--- src/rtl/uart_rx_fifo.sv ---
// UART receiver with run-time parity/stop-bit selection, break detection and
// a first-word-fall-through receive FIFO carrying per-frame error flags.
module uart_rx_fifo #(
  parameter int unsigned CLK_BITS   = 16,
  parameter int unsigned DATA_WIDTH = 8,
  parameter int unsigned FIFO_DEPTH = 8
) (
  input  logic                          clk,
  input  logic                          rst,
  input  logic [CLK_BITS-1:0]           clk_per_bit,
  input  logic [1:0]                    parity_mode,
  input  logic                          stop_bits,
  input  logic                          rx_in,
  output logic [DATA_WIDTH-1:0]         rd_data,
  output logic                          rd_parity_err,
  output logic                          rd_frame_err,
  output logic                          rd_valid,
  input  logic                          rd_ready,
  output logic [$clog2(FIFO_DEPTH):0]   fifo_count,
  output logic                          overrun,
  input  logic                          clr_overrun,
  output logic                          break_det
);

  localparam int unsigned PtrW = $clog2(FIFO_DEPTH);
  localparam int unsigned EntW = DATA_WIDTH + 2;
  localparam int unsigned IdxW = $clog2(DATA_WIDTH + 1);

  typedef enum logic [2:0] {
    StIdle, StStart, StData, StParity, StStop1, StStop2, StBrkWait
  } state_e;

  state_e                  state_q, state_d;
  logic                    rx_meta_q, rx_s_q;
  logic [CLK_BITS-1:0]     cnt_q, cnt_d, cpb_q, cpb_d;
  logic                    par_q, par_d, odd_q, odd_d, two_q, two_d;
  logic [IdxW-1:0]         idx_q, idx_d;
  logic [DATA_WIDTH-1:0]   data_q, data_d;
  logic                    p_q, p_d, perr_q, perr_d, ferr_q, ferr_d;
  logic                    push;
  logic [EntW-1:0]         push_ent;
  logic                    tick;
  logic [CLK_BITS-1:0]     half;

  assign tick = (cnt_q == cpb_q - CLK_BITS'(1));
  assign half = (cpb_q - CLK_BITS'(1)) >> 1;

  always_ff @(posedge clk or posedge rst) begin
    if (rst) begin
      rx_meta_q <= 1'b1;
      rx_s_q    <= 1'b1;
      state_q   <= StIdle;
      cnt_q     <= '0;
      cpb_q     <= '0;
      par_q     <= 1'b0;
      odd_q     <= 1'b0;
      two_q     <= 1'b0;
      idx_q     <= '0;
      data_q    <= '0;
      p_q       <= 1'b0;
      perr_q    <= 1'b0;
      ferr_q    <= 1'b0;
    end else begin
      rx_meta_q <= rx_in;
      rx_s_q    <= rx_meta_q;
      state_q   <= state_d;
      cnt_q     <= cnt_d;
      cpb_q     <= cpb_d;
      par_q     <= par_d;
      odd_q     <= odd_d;
      two_q     <= two_d;
      idx_q     <= idx_d;
      data_q    <= data_d;
      p_q       <= p_d;
      perr_q    <= perr_d;
      ferr_q    <= ferr_d;
    end
  end

  always_comb begin
    state_d   = state_q;
    cnt_d     = cnt_q + CLK_BITS'(1);
    cpb_d     = cpb_q;
    par_d     = par_q;
    odd_d     = odd_q;
    two_d     = two_q;
    idx_d     = idx_q;
    data_d    = data_q;
    p_d       = p_q;
    perr_d    = perr_q;
    ferr_d    = ferr_q;
    push      = 1'b0;
    push_ent  = {ferr_q, perr_q, data_q};
    break_det = 1'b0;
    unique case (state_q)
      StIdle: begin
        cnt_d = '0;
        if (!rx_s_q) begin
          cpb_d   = clk_per_bit;
          par_d   = parity_mode[0] ^ parity_mode[1];
          odd_d   = parity_mode[1];
          two_d   = stop_bits;
          state_d = StStart;
        end
      end
      StStart: begin
        if (cnt_q == half) begin
          if (rx_s_q) begin
            state_d = StIdle;
          end else begin
            cnt_d   = '0;
            idx_d   = '0;
            p_d     = 1'b0;
            perr_d  = 1'b0;
            ferr_d  = 1'b0;
            state_d = StData;
          end
        end
      end
      StData: begin
        if (tick) begin
          cnt_d  = '0;
          data_d = {rx_s_q, data_q[DATA_WIDTH-1:1]};
          idx_d  = idx_q + IdxW'(1);
          if (idx_q == IdxW'(DATA_WIDTH - 1)) state_d = par_q ? StParity : StStop1;
        end
      end
      StParity: begin
        if (tick) begin
          cnt_d   = '0;
          p_d     = rx_s_q;
          perr_d  = (^data_q) ^ rx_s_q ^ odd_q;
          state_d = StStop1;
        end
      end
      StStop1: begin
        if (tick) begin
          cnt_d = '0;
          // p_q stays 0 without parity, so the break test covers both formats
          if (data_q == '0 && !p_q && !rx_s_q) begin
            break_det = 1'b1;
            state_d   = StBrkWait;
          end else begin
            ferr_d = ~rx_s_q;
            if (two_q) begin
              state_d = StStop2;
            end else begin
              push     = 1'b1;
              push_ent = {~rx_s_q, perr_q, data_q};
              state_d  = StIdle;
            end
          end
        end
      end
      StStop2: begin
        if (tick) begin
          cnt_d    = '0;
          push     = 1'b1;
          push_ent = {ferr_q | ~rx_s_q, perr_q, data_q};
          state_d  = StIdle;
        end
      end
      StBrkWait: begin
        cnt_d = '0;
        if (rx_s_q) state_d = StIdle;
      end
      default: state_d = StIdle;
    endcase
  end

  logic [EntW-1:0] mem_q [FIFO_DEPTH];
  logic [PtrW-1:0] wr_ptr_q, rd_ptr_q;
  logic            pop, full, wr_en;

  assign rd_valid = (fifo_count != '0);
  assign full     = (fifo_count == (PtrW + 1)'(FIFO_DEPTH));
  assign pop      = rd_valid && rd_ready;
  assign wr_en    = push && (!full || pop);
  assign {rd_frame_err, rd_parity_err, rd_data} = mem_q[rd_ptr_q];

  always_ff @(posedge clk or posedge rst) begin
    if (rst) begin
      for (int i = 0; i < int'(FIFO_DEPTH); i++) mem_q[i] <= '0;
      wr_ptr_q   <= '0;
      rd_ptr_q   <= '0;
      fifo_count <= '0;
      overrun    <= 1'b0;
    end else begin
      if (wr_en) begin
        mem_q[wr_ptr_q] <= push_ent;
        wr_ptr_q        <= wr_ptr_q + PtrW'(1);
      end
      if (pop) rd_ptr_q <= rd_ptr_q + PtrW'(1);
      if (wr_en && !pop)      fifo_count <= fifo_count + (PtrW + 1)'(1);
      else if (!wr_en && pop) fifo_count <= fifo_count - (PtrW + 1)'(1);
      // a dropped frame wins over a same-cycle clear
      if (push && full && !pop) overrun <= 1'b1;
      else if (clr_overrun)     overrun <= 1'b0;
    end
  end

endmodule

--- config.mk ---
export PLATFORM = sky130hd
export DESIGN_NAME = uart_rx_fifo
export DESIGN_NICKNAME = d
export VERILOG_FILES = /design/src/rtl/uart_rx_fifo.sv
export SDC_FILE = /design/constraint.sdc
export NUM_CORES = 1
export LEC_CHECK = 0
export BUFFER_PORTS_ARGS = -buffer_cell sky130_fd_sc_hd__buf_2
export CAP_MARGIN = 20
export CELL_PAD_IN_SITES_DETAIL_PLACEMENT = 1
export CELL_PAD_IN_SITES_GLOBAL_PLACEMENT = 1
export CORE_MARGIN = 5
export CORE_UTILIZATION = 46
export CTS_CLUSTER_DIAMETER = 120
export DETAILED_ROUTE_END_ITERATION = 12
export PLACE_DENSITY_LB_ADDON = 0.1
export SKIP_LAST_GASP = 1
export SYNTH_ARGS = -nofsm -noshare
export SYNTH_HDL_FRONTEND = slang
export SYNTH_SLANG_ARGS = --single-unit
--- constraint.sdc ---
create_clock -name clk -period 4.2 [get_ports clk]
set_input_delay 0.42 -clock clk [delete_from_list [all_inputs] [get_ports clk]]
set_output_delay 0.42 -clock clk [all_outputs]
set_load 0.005 [all_outputs]
; Yosys cells after proc, flatten, opt, wreduce, memory -nomap -nowiden
; Index checks and enable logic that the tools add are counted.
[op_classes]
n_bitwise = 7
addsub = 7
reduce_logical = 32
muxes = 53
magnitude_cmp = 3
n_eq_ne = 20
[op_table]
columns = op, count
row1 = $bwmux W80, 1
row2 = $mux W10, 7
row3 = $mux W16, 3
row4 = $pmux W16 S3, 1
row5 = $mux W3, 11
row6 = $bmux W10 S3, 1
row7 = $demux W10 S3, 1
row8 = $pmux W3 S7, 1
row9 = $mux W4, 5
row10 = $ne A2 B2 Y1 const B, 10
row11 = $pmux W10 S2, 1
row12 = $add A16 B1 Y16 const B, 1
row13 = $eq A16 B15 Y1, 1
row14 = $eq A16 B16 Y1, 1
row15 = $sub A16 B1 Y16 const B, 1
row16 = $mux W1, 15
row17 = $reduce_bool A2 Y1, 5
row18 = $eq A3 B3 Y1 const B, 3
row19 = $logic_and A1 B1 Y1, 9
row20 = $add A4 B1 Y4 const B, 2
row21 = $ge A4 B4 Y1 const B, 2
row22 = $logic_not A8 Y1, 1
row23 = $not A3 Y4, 2
row24 = $pmux W1 S2, 4
row25 = 23 further kinds, 33
[word_totals]
in_bits = 24
out_inout_bits = 17
ff_bits = 146

; Logic depth before layout (Yosys ltp)
; Gate-level depths: netlist of run 1.
[logic_depth]
depth_word = 11
ltp_mapped = 20

; Least setup slack after synthesis of run 1
; No wires, ideal clock.
[synth_timing]
kind = register to register
start = register cpb_q[0]
end = register fifo_count[3]
setup_time_ns = 0.125
period_less_slack_ns = 4.422
arrival_time_ns = 4.297
n_path_buf = 1
slack_ns = -0.222
required_time_ns = 4.075
stages_incl_launch_ff = 20
path_cell_list = dfrtp_1 > inv_1 > ha_1 > buf_2 > nor4bb_1 > o211ai_1 > or4_1 > a2111o_1 > nor4b_4 > nand3_2 > or3_1 > nor2_1 > ha_1 > inv_1 > ha_1 > a21o_1 > a21oi_1 > xnor2_1 > nor2_1 > xor2_1
[synth_between]
elab_chain_cells = 8
word_cells_on_any_way = 11
cone_classes = 1 x add/sub / 1 x eq/ne / 4 x mux / 5 x reduce/logical
[synth_lines]
columns = element, line_no
row1 = start: declaration, 35  ; logic [CLK_BITS-1:0] cnt_q, cnt_d, cpb_q, cpb_d;
row2 = start signal: assignment, 68  ; cpb_q <= cpb_d;
row3 = $sub A16 B1 Y16 (*), 45  ; assign tick = (cnt_q == cpb_q - CLK_BITS'(1));
row4 = $eq A16 B16 Y1 (*), 45
row5 = $mux W1 (on tied branches), "156, 137"
row6 = $pmux W1 S2 (*), 95  ; unique case (state_q)
row7 = $logic_and A1 B1 Y1 (*), 178  ; assign wr_en = push && (!full || pop);
row8 = net wr_en, 173  ; logic pop, full, wr_en;
row9 = $logic_not A1 Y1, 195  ; else if (!wr_en && pop) fifo_count <= fifo_count - (PtrW + 1)'(1);
row10 = $logic_and A1 B1 Y1, 195
row11 = $reduce_bool A2 Y1 (no line), -
row12 = end signal: assignment, 194  ; if (wr_en && !pop) fifo_count <= fifo_count + (PtrW + 1)'(1);
row13 = end signal: assignment, 195
row14 = end: declaration, 19  ; output logic [$clog2(FIFO_DEPTH):0] fifo_count,
; Mark *: on every way through the listed nets, which the timed path passes. The rest lies on a longest branch.
; A chain may end at the register's enable or synchronous reset.

; Final worst setup path of run 1
[layout_timing]
start = register cpb_q[3]
end = register fifo_count[3]
; Same word-level chain as after synthesis.

==> results of run 1 <==
## flip-flops by register name, indices dropped and copies added (netlist names)
name / flops
rd_ptr_q: 3
wr_ptr_q: 3
cpb_q: 16
idx_q: 4
cnt_q: 16
mem_q: 80
perr_q: 1
state_q: 3
overrun: 1
rx_meta_q: 1
data_q: 8
ferr_q: 1
fifo_count: 4
rx_s_q: 1
p_q: 1
odd_q: 1
two_q: 1
par_q: 1
## critical path: stages (launching register included)
cell and delay [ns]:
sky130_fd_sc_hd__dfrtp_2 0.44, sky130_fd_sc_hd__or4_4 0.55, sky130_fd_sc_hd__or3_1 0.34, sky130_fd_sc_hd__and2_1 0.18, sky130_fd_sc_hd__a2111o_1 0.47, sky130_fd_sc_hd__nor4b_4 0.28, sky130_fd_sc_hd__nand3_2 0.14, sky130_fd_sc_hd__or3_4 0.34
sky130_fd_sc_hd__nor2_1 0.12, sky130_fd_sc_hd__ha_2 0.18, sky130_fd_sc_hd__inv_1 0.06, sky130_fd_sc_hd__ha_1 0.27, sky130_fd_sc_hd__a21o_1 0.19, sky130_fd_sc_hd__a21oi_2 0.14, sky130_fd_sc_hd__xnor2_1 0.12, sky130_fd_sc_hd__nor2_1 0.06
sky130_fd_sc_hd__xor2_1 0.13
## logic make-up (layout without fill, tap and decap cells)
group,Yosys count,after routing,synth area share [%]
AND/OR/NAND/NOR,178,178,12.9
buffers and inverters,77,156,4.72
adder cells (fa/ha/maj),13,13,2.04
AO/OA/AOI/OAI,80,80,7.15
flip-flops,146,146,43.9
multiplexers,142,142,21.6
XOR/XNOR,66,66,7.62
## cell type report
cell class	instances	area [um^2]
clock buffers	19	433
clock inverters	12	203
fillers	1881	8250
inverters	30	116
multi-input cells	479	4300
flip-flops and latches	146	3660
well taps	229	287
repair buffers	95	653
## cell usage after synthesis, types with 5 or more instances
cell	number
sky130_fd_sc_hd__dfrtp_1	144
sky130_fd_sc_hd__mux2_2	103
sky130_fd_sc_hd__xnor2_1	38
sky130_fd_sc_hd__nor2_1	33
sky130_fd_sc_hd__inv_1	29
sky130_fd_sc_hd__xor2_1	24
sky130_fd_sc_hd__nand2_1	23
sky130_fd_sc_hd__nor3_1	23
sky130_fd_sc_hd__nand3_1	22
sky130_fd_sc_hd__clkbuf_1	20
sky130_fd_sc_hd__mux4_2	20
sky130_fd_sc_hd__mux2i_1	19
sky130_fd_sc_hd__o21ai_0	16
sky130_fd_sc_hd__ha_1	12
sky130_fd_sc_hd__nand4_1	10
sky130_fd_sc_hd__a21oi_1	9
sky130_fd_sc_hd__buf_2	9
sky130_fd_sc_hd__clkbuf_8	7
sky130_fd_sc_hd__nor4_1	7
sky130_fd_sc_hd__and3_1	6
sky130_fd_sc_hd__buf_1	6
sky130_fd_sc_hd__nand2b_1	5
## how the worst max path moves through the flow
stage / startpoint / endpoint / slack (ns) / cells after the start
4_1_cts: cpb_q[3] / fifo_count[3] / 0.02 / 16
6_report: cpb_q[3] / fifo_count[3] / 0.04 / 16
5_1_grt: cpb_q[3] / fifo_count[3] / -0.12 / 16
2_1_floorplan: cpb_q[0] / fifo_count[3] / -0.11 / 19
3_5_place_dp: cpb_q[0] / fifo_count[3] / 0.01 / 18
3_3_place_gp: cpb_q[0] / fifo_count[3] / 0.08 / 18
## routing by layer
layer | part of all wire [%] | up-vias | routed length, um
met5 | 0 | - | 0
met4 | 1.7 | 0 | 370
met3 | 3.1 | 31 | 664
met2 | 52 | 93 | 11200
met1 | 43 | 3044 | 9330
li1 | - | 2703 | -
## cell usage in the layout, fill, tap and decap left out, types with 23 or more instances in the layout
cell	netlist	routed
sky130_fd_sc_hd__nand2_1	23	23
sky130_fd_sc_hd__nor2_1	33	33
sky130_fd_sc_hd__mux2_2	103	103
sky130_fd_sc_hd__inv_1	29	28
sky130_fd_sc_hd__buf_4	4	51
sky130_fd_sc_hd__xnor2_1	38	38
sky130_fd_sc_hd__buf_2	9	40
sky130_fd_sc_hd__dfrtp_1	144	143
sky130_fd_sc_hd__nor3_1	23	23
sky130_fd_sc_hd__xor2_1	24	24
## timing repair
action	4_1_cts	5_1_grt
gates resized for setup	6	0
hold endpoints to repair	0	1
buffers inserted	4	2
cloned	0	0
setup endpoints to repair	1	39
hold buffers	0	1
pin swaps	5	1
## stage by stage
step | area (um^2) | TNS [ns] | utilization [%] | setup WS (ns) | instances
floorplan | 8330 | -0.111 | - | -0.111 | 702
global placement | 8910 | 0 | 49.8 | 0.0839 | 971
detailed placement | 8910 | 0 | 49.8 | 0.0125 | 971
CTS | 9600 | 0 | 53.6 | 0.0226 | 1006
global route | 9650 | -0.150 | 53.9 | -0.116 | 1010
finish | 9650 | 0 | 53.9 | 0.0391 | 1010
## power by group
part,total (W),internal [W],leakage (nW),switching (W)
registers,0.00188,0.00157,1.91,0.000307
clock network,0.00169,0.00106,0.308,0.000630
logic,0.00192,0.000897,2.19,0.00103
total,0.00549,0.00353,4.41,0.00196
==> flow_summary.json, run 1 <==
{
  "status": "finished clean",
  "min_period_over_period_pct": 99.1,
  "cts.sink_count": 146,
  "max_freq_mhz": 240,
  "report.final.slew_viol_count": 0,
  "critical_path_peak_fanout": 5,
  "power_density_nw_per_um2": 569,
  "maxCapViolations": 0,
  "drt_drc_violations_left": 0,
  "numCtsBuffers": 17,
  "timing.critical_path.required_ns": 4.51,
  "grt.met3_usage_pct": 4.63,
  "antenna-diode-count": 0,
  "htreeDepth": 4,
  "worst_setup_path_end_kind": "flop",
  "seq_area_frac_synth_pct": 43.9,
  "syn_to_final_growth_pct": 15.9,
  "skew_ns": 0.0127,
  "synth_enable_flop_cells": 0,
  "netlist_area_um2": 8330,
  "grt_resource_usage_total_pct": 22.3,
  "r2r_slack_ns": 0.04,
  "max-clock-path-buffers": 2,
  "holdCritPathClass": "in2reg",
  "boundaryPins": 41,
  "layout-drive-gt1-share_pct": 36.2,
  "clock_latency_reported_for_the_late_side_of_the_worst_skew_pair_ns": 0.43,
  "synth.lib_cells_used.distinct": 85,
  "worst-slew-pin-transition_ns": 0.722,
  "timing.max_slew.rel_slack_pct": 51.9,
  "synth_area_leaders": "sky130_fd_sc_hd__dfrtp_1, sky130_fd_sc_hd__mux2_2, sky130_fd_sc_hd__mux4_2",
  "r2r_end": "fifo_count[3]",
  "die_w_um": 145,
  "routedWlPerCell_um": 21.3,
  "totalWireLength_mm": 21.5,
  "synth.ff_latch_count": 146,
  "synth_area_per_cell_um2": 11.9,
  "routabilityCongestion": 0.909,
  "yosysTopAreaCellShare_pct": 43.3,
  "number_of_global_route_vias_before_repair": 6598,
  "net_count_final": 806,
  "startpoint_type": "flop",
  "use_met2_pct": 38.2,
  "post_synth_inst_count": 702,
  "ys_dominant_reg_cell": "sky130_fd_sc_hd__dfrtp_1",
  "rsz0062_at_grt": "true",
  "critical_path_class": "reg2reg",
  "drt-vias-per-instance": 5.81,
  "dp.final_hpwl_mm": 14.8,
  "launch_instance_of_the_worst_min_delay_path": "rx_in",
  "ys_async_sr_fraction_pct": 100,
  "setup_violations": 0,
  "grt_busiest_layer": "met2",
  "die-area_um2": 20900,
  "port_buffers": 40,
  "grtUsageMet1_pct": 28.4,
  "cts.clk_slew.worst_paths_ns": 0.07,
  "ff2ff_path_depth": 16,
  "worst_r2r_startpoint": "cpb_q[3]",
  "whs_ns": 0.0881,
  "vertical_extent_of_the_die_um": 145,
  "grt_antenna_before_repair": 0,
  "hold_viol_final": 0,
  "std_cell_rows": 49,
  "grt_ovf": 0,
  "sum_of_internal_switching_and_leakage_power_w": 0.00549,
  "worstHoldEndpoint": "rx_meta_q",
  "biggest_area_consumer_among_synthesized_cells": "sky130_fd_sc_hd__dfrtp_1",
  "fp.coreArea_um2": 17900,
  "detailedRoute.firstIterationViolations": 307,
  "ys_warn_count": 0,
  "maximum_number_of_pins_on_one_net_before_global_route_repair": 107,
  "grt_first_pass_wirelength_mm": 35.7,
  "power.leakage_nw": 4.41,
  "vias": 5871,
  "period_needed_ns": 4.16,
  "cts_tree": "built",
  "clk_root_buffer_cell": "sky130_fd_sc_hd__clkbuf_16",
  "drtPass1Iterations": 4,
  "initial_utilization_pct": 46.5,
  "postSynthNetCount": 739,
  "ant_nets": 0,
  "cp.arrival_ns": 4.47,
  "timing.hold.worst_path_depth": 1,
  "power.ir.vdd_worst_mv": 0.345
}
(Power assumes the default switching activity.)
==> run 2, diff against run 1 <==
--- a/config.mk
+++ b/config.mk
@@ -10,7 +10,7 @@
 export CELL_PAD_IN_SITES_DETAIL_PLACEMENT = 1
 export CELL_PAD_IN_SITES_GLOBAL_PLACEMENT = 1
 export CORE_MARGIN = 5
-export CORE_UTILIZATION = 46
+export CORE_UTILIZATION = 50
 export CTS_CLUSTER_DIAMETER = 120
 export DETAILED_ROUTE_END_ITERATION = 12
 export PLACE_DENSITY_LB_ADDON = 0.1
==> constraint.sdc (replaced) <==
create_clock -name clk -period 4.92 [get_ports clk]
set_input_delay 0.492 -clock clk [delete_from_list [all_inputs] [get_ports clk]]
set_output_delay 0.492 -clock clk [all_outputs]
set_load 0.005 [all_outputs]
==> run 2 against run 1 <==
Against the previous run: clock power shrank 25%; critical path type unchanged; global-route usage grew 0.099 points; combinational power shrank 27%; highest routed layer unchanged; sequential share of layout area grew 1.7 points; via count shrank 2.8%; clock skew grew 0.0019 ns; first-iteration DRC count shrank 2.9%.
==> flow_summary.json, run 2 (synthesized netlist as in run 1, its figures left out) <==
{
  "syn_to_final_growth_pct": 10.8,
  "layout-drive-gt1-share_pct": 32.4,
  "cts_tree": "built",
  "dp.final_hpwl_mm": 14.6,
  "number_of_global_route_vias_before_repair": 6356,
  "cp.arrival_ns": 4.92,
  "hold_viol_final": 0,
  "min_period_over_period_pct": 93.9,
  "detailedRoute.firstIterationViolations": 298,
  "power.ir.vdd_worst_mv": 0.261,
  "timing.max_slew.rel_slack_pct": 37.3,
  "report.final.slew_viol_count": 0,
  "holdCritPathClass": "in2reg",
  "cts.clk_slew.worst_paths_ns": 0.06,
  "setup_violations": 0,
  "p_sw_share_pct": 36.8,
  "drt_drc_violations_left": 0,
  "mostFrequentLayoutCells": "sky130_fd_sc_hd__dfrtp_1, sky130_fd_sc_hd__mux2_2, sky130_fd_sc_hd__buf_2",
  "critPathMaxStageDelay_ns": 0.54,
  "die_w_um": 139,
  "max_freq_mhz": 217,
  "largest-register": "mem_q",
  "vias": 5706,
  "slowest_stage": "sky130_fd_sc_hd__or4_1",
  "critical_path_class": "reg2reg",
  "grt_resource_usage_total_pct": 22.4,
  "startpoint_type": "flop",
  "status": "finished clean",
  "maxCapViolations": 0,
  "largest_reg_flops": 80,
  "combPwrFrac_pct": 32.3,
  "fillCellCount": 1691,
  "ant_nets": 0,
  "grt_antenna_before_repair": 0,
  "timing.critical_path.cells": "inv_1, ha_2, nor4bb_1, o211ai_1, or4_1, a2111o_1, nor4b_4, nand3_2, or3_1, nor2_1, ha_1, inv_1, ha_1, a21o_1, a21oi_1, xnor2_1, nor2_1, xor2_1",
  "boundaryPins": 41,
  "mostFrequentLayoutCell": "sky130_fd_sc_hd__dfrtp_1",
  "maximum_number_of_pins_on_one_net_before_global_route_repair": 108,
  "numCtsBuffers": 17,
  "totalWireLength_mm": 20.8,
  "reg_top3": "mem_q (80), cnt_q (16), cpb_q (16)",
  "routabilityCongestion": 0.887,
  "port_buffers": 40,
  "std_cell_rows": 47,
  "power_density_nw_per_um2": 470,
  "grt_ovf": 0,
  "htreeDepth": 4,
  "rsz0062_at_grt": "false",
  "die-area_um2": 19300,
  "routedWlPerCell_um": 21.6,
  "clock_latency_reported_for_the_late_side_of_the_worst_skew_pair_ns": 0.42,
  "clkPwrFrac_pct": 29.3,
  "switchingPower_w": 0.00159,
  "timing.critical_path.required_ns": 5.22,
  "internal-power_w": 0.00274,
  "clk_root_buffer_cell": "sky130_fd_sc_hd__clkbuf_16",
  "worst_path_dominant_cell_family": "simple AND/OR/NAND/NOR gates",
  "grt_first_pass_wirelength_mm": 34.5,
  "period_needed_ns": 4.62,
  "critical_path_peak_fanout": 11,
  "post_layout_nonfiller_instances": 961,
  "drt-vias-per-instance": 5.94,
  "power.leakage_nw": 4.18,
  "antenna-diode-count": 0,
  "power.share.sequential_pct": 38.4,
  "fp.coreArea_um2": 16500,
  "worst_setup_path_end_kind": "flop",
  "initial_utilization_pct": 50.6,
  "placed_cell_count": 929,
  "worst-slew-pin-transition_ns": 0.940,
  "drtPass1Iterations": 4,
  "max-clock-path-buffers": 2,
  "skew_ns": 0.0146,
  "combined_buffer_and_inverter_count_along_the_critical_path": 2,
  "cts.sink_count": 146,
  "vertical_extent_of_the_die_um": 139,
  "setup_tns_final_ns": 0,
  "net_count_final": 765
}
-- run 2: final timing paths --
| kind | end | slack [ns] | startpoint | cells past startpoint |
|---|---|---|---|---|
| max in group asynchronous | mem_q[76] | 3.52 | rst | 3 |
| worst max register to register | fifo_count[3] | 0.30 | cpb_q[0] | 18 |
| min in group asynchronous | mem_q[0] | 0.29 | rst | 2 |
| worst max-delay path | fifo_count[3] | 0.30 | cpb_q[0] | 18 |
| worst min register to register | rx_s_q | 0.36 | rx_meta_q | 0 |
| worst min-delay path | rx_meta_q | 0.16 | rx_in | 1 |
-- run 2: timing repair --
action,4_1_cts,5_1_grt
setup buffers,0,0
endpoints found under the setup margin,0,1
hold endpoints to repair,0,0
gates resized for setup,0,2
hold buffers,0,0
-- run 2: power groups by stage --
stage	clock network, W	logic, W	registers (W)
final	0.00127	0.00140	0.00167
after CTS	0.00130	0.00141	0.00167
after global routing	0.00137	0.00154	0.00170
after global placement	0	0.00136	0.00167
after floorplan	0	0.00126	0.00147
after detailed placement	0	0.00139	0.00169
-- run 2: metrics by stage --
| step | setup slack (ns) | instance area (um^2) | total power, W | hold slack (ns) | util [%] |
|---|---|---|---|---|---|
| after floorplan | 0.498 | 8330 | 0.00273 | 0.345 | - |
| after global routing | 0.0475 | 9230 | 0.00461 | 0.139 | 56.0 |
| after global placement | 0.330 | 8640 | 0.00303 | 0.346 | 52.5 |
| after CTS | 0.161 | 9220 | 0.00437 | 0.143 | 56.0 |
| after detailed placement | 0.157 | 8640 | 0.00308 | 0.348 | 52.5 |
| final | 0.301 | 9230 | 0.00434 | 0.162 | 56.0 |
-- run 2: per-layer routing --
| layer | track usage [%] | share of wire (%) |
|---|---|---|
| met1 | 27.5 | 42 |
| met2 | 40.6 | 53 |
| met3 | 4.66 | 3.1 |
| met4 | 5.41 | 1.2 |
| met5 | 0 | 0 |
-- run 2: layout make-up --
type	instances	area (um^2)	share of cell area [%]
clock buffer	22	484	5.25
clock inverter	10	97.6	1.06
inverter	30	118	1.27
multi-input combinational	479	4290	46.5
sequential	146	3660	39.6
tap	220	275	2.98
timing repair buffer	54	305	3.31
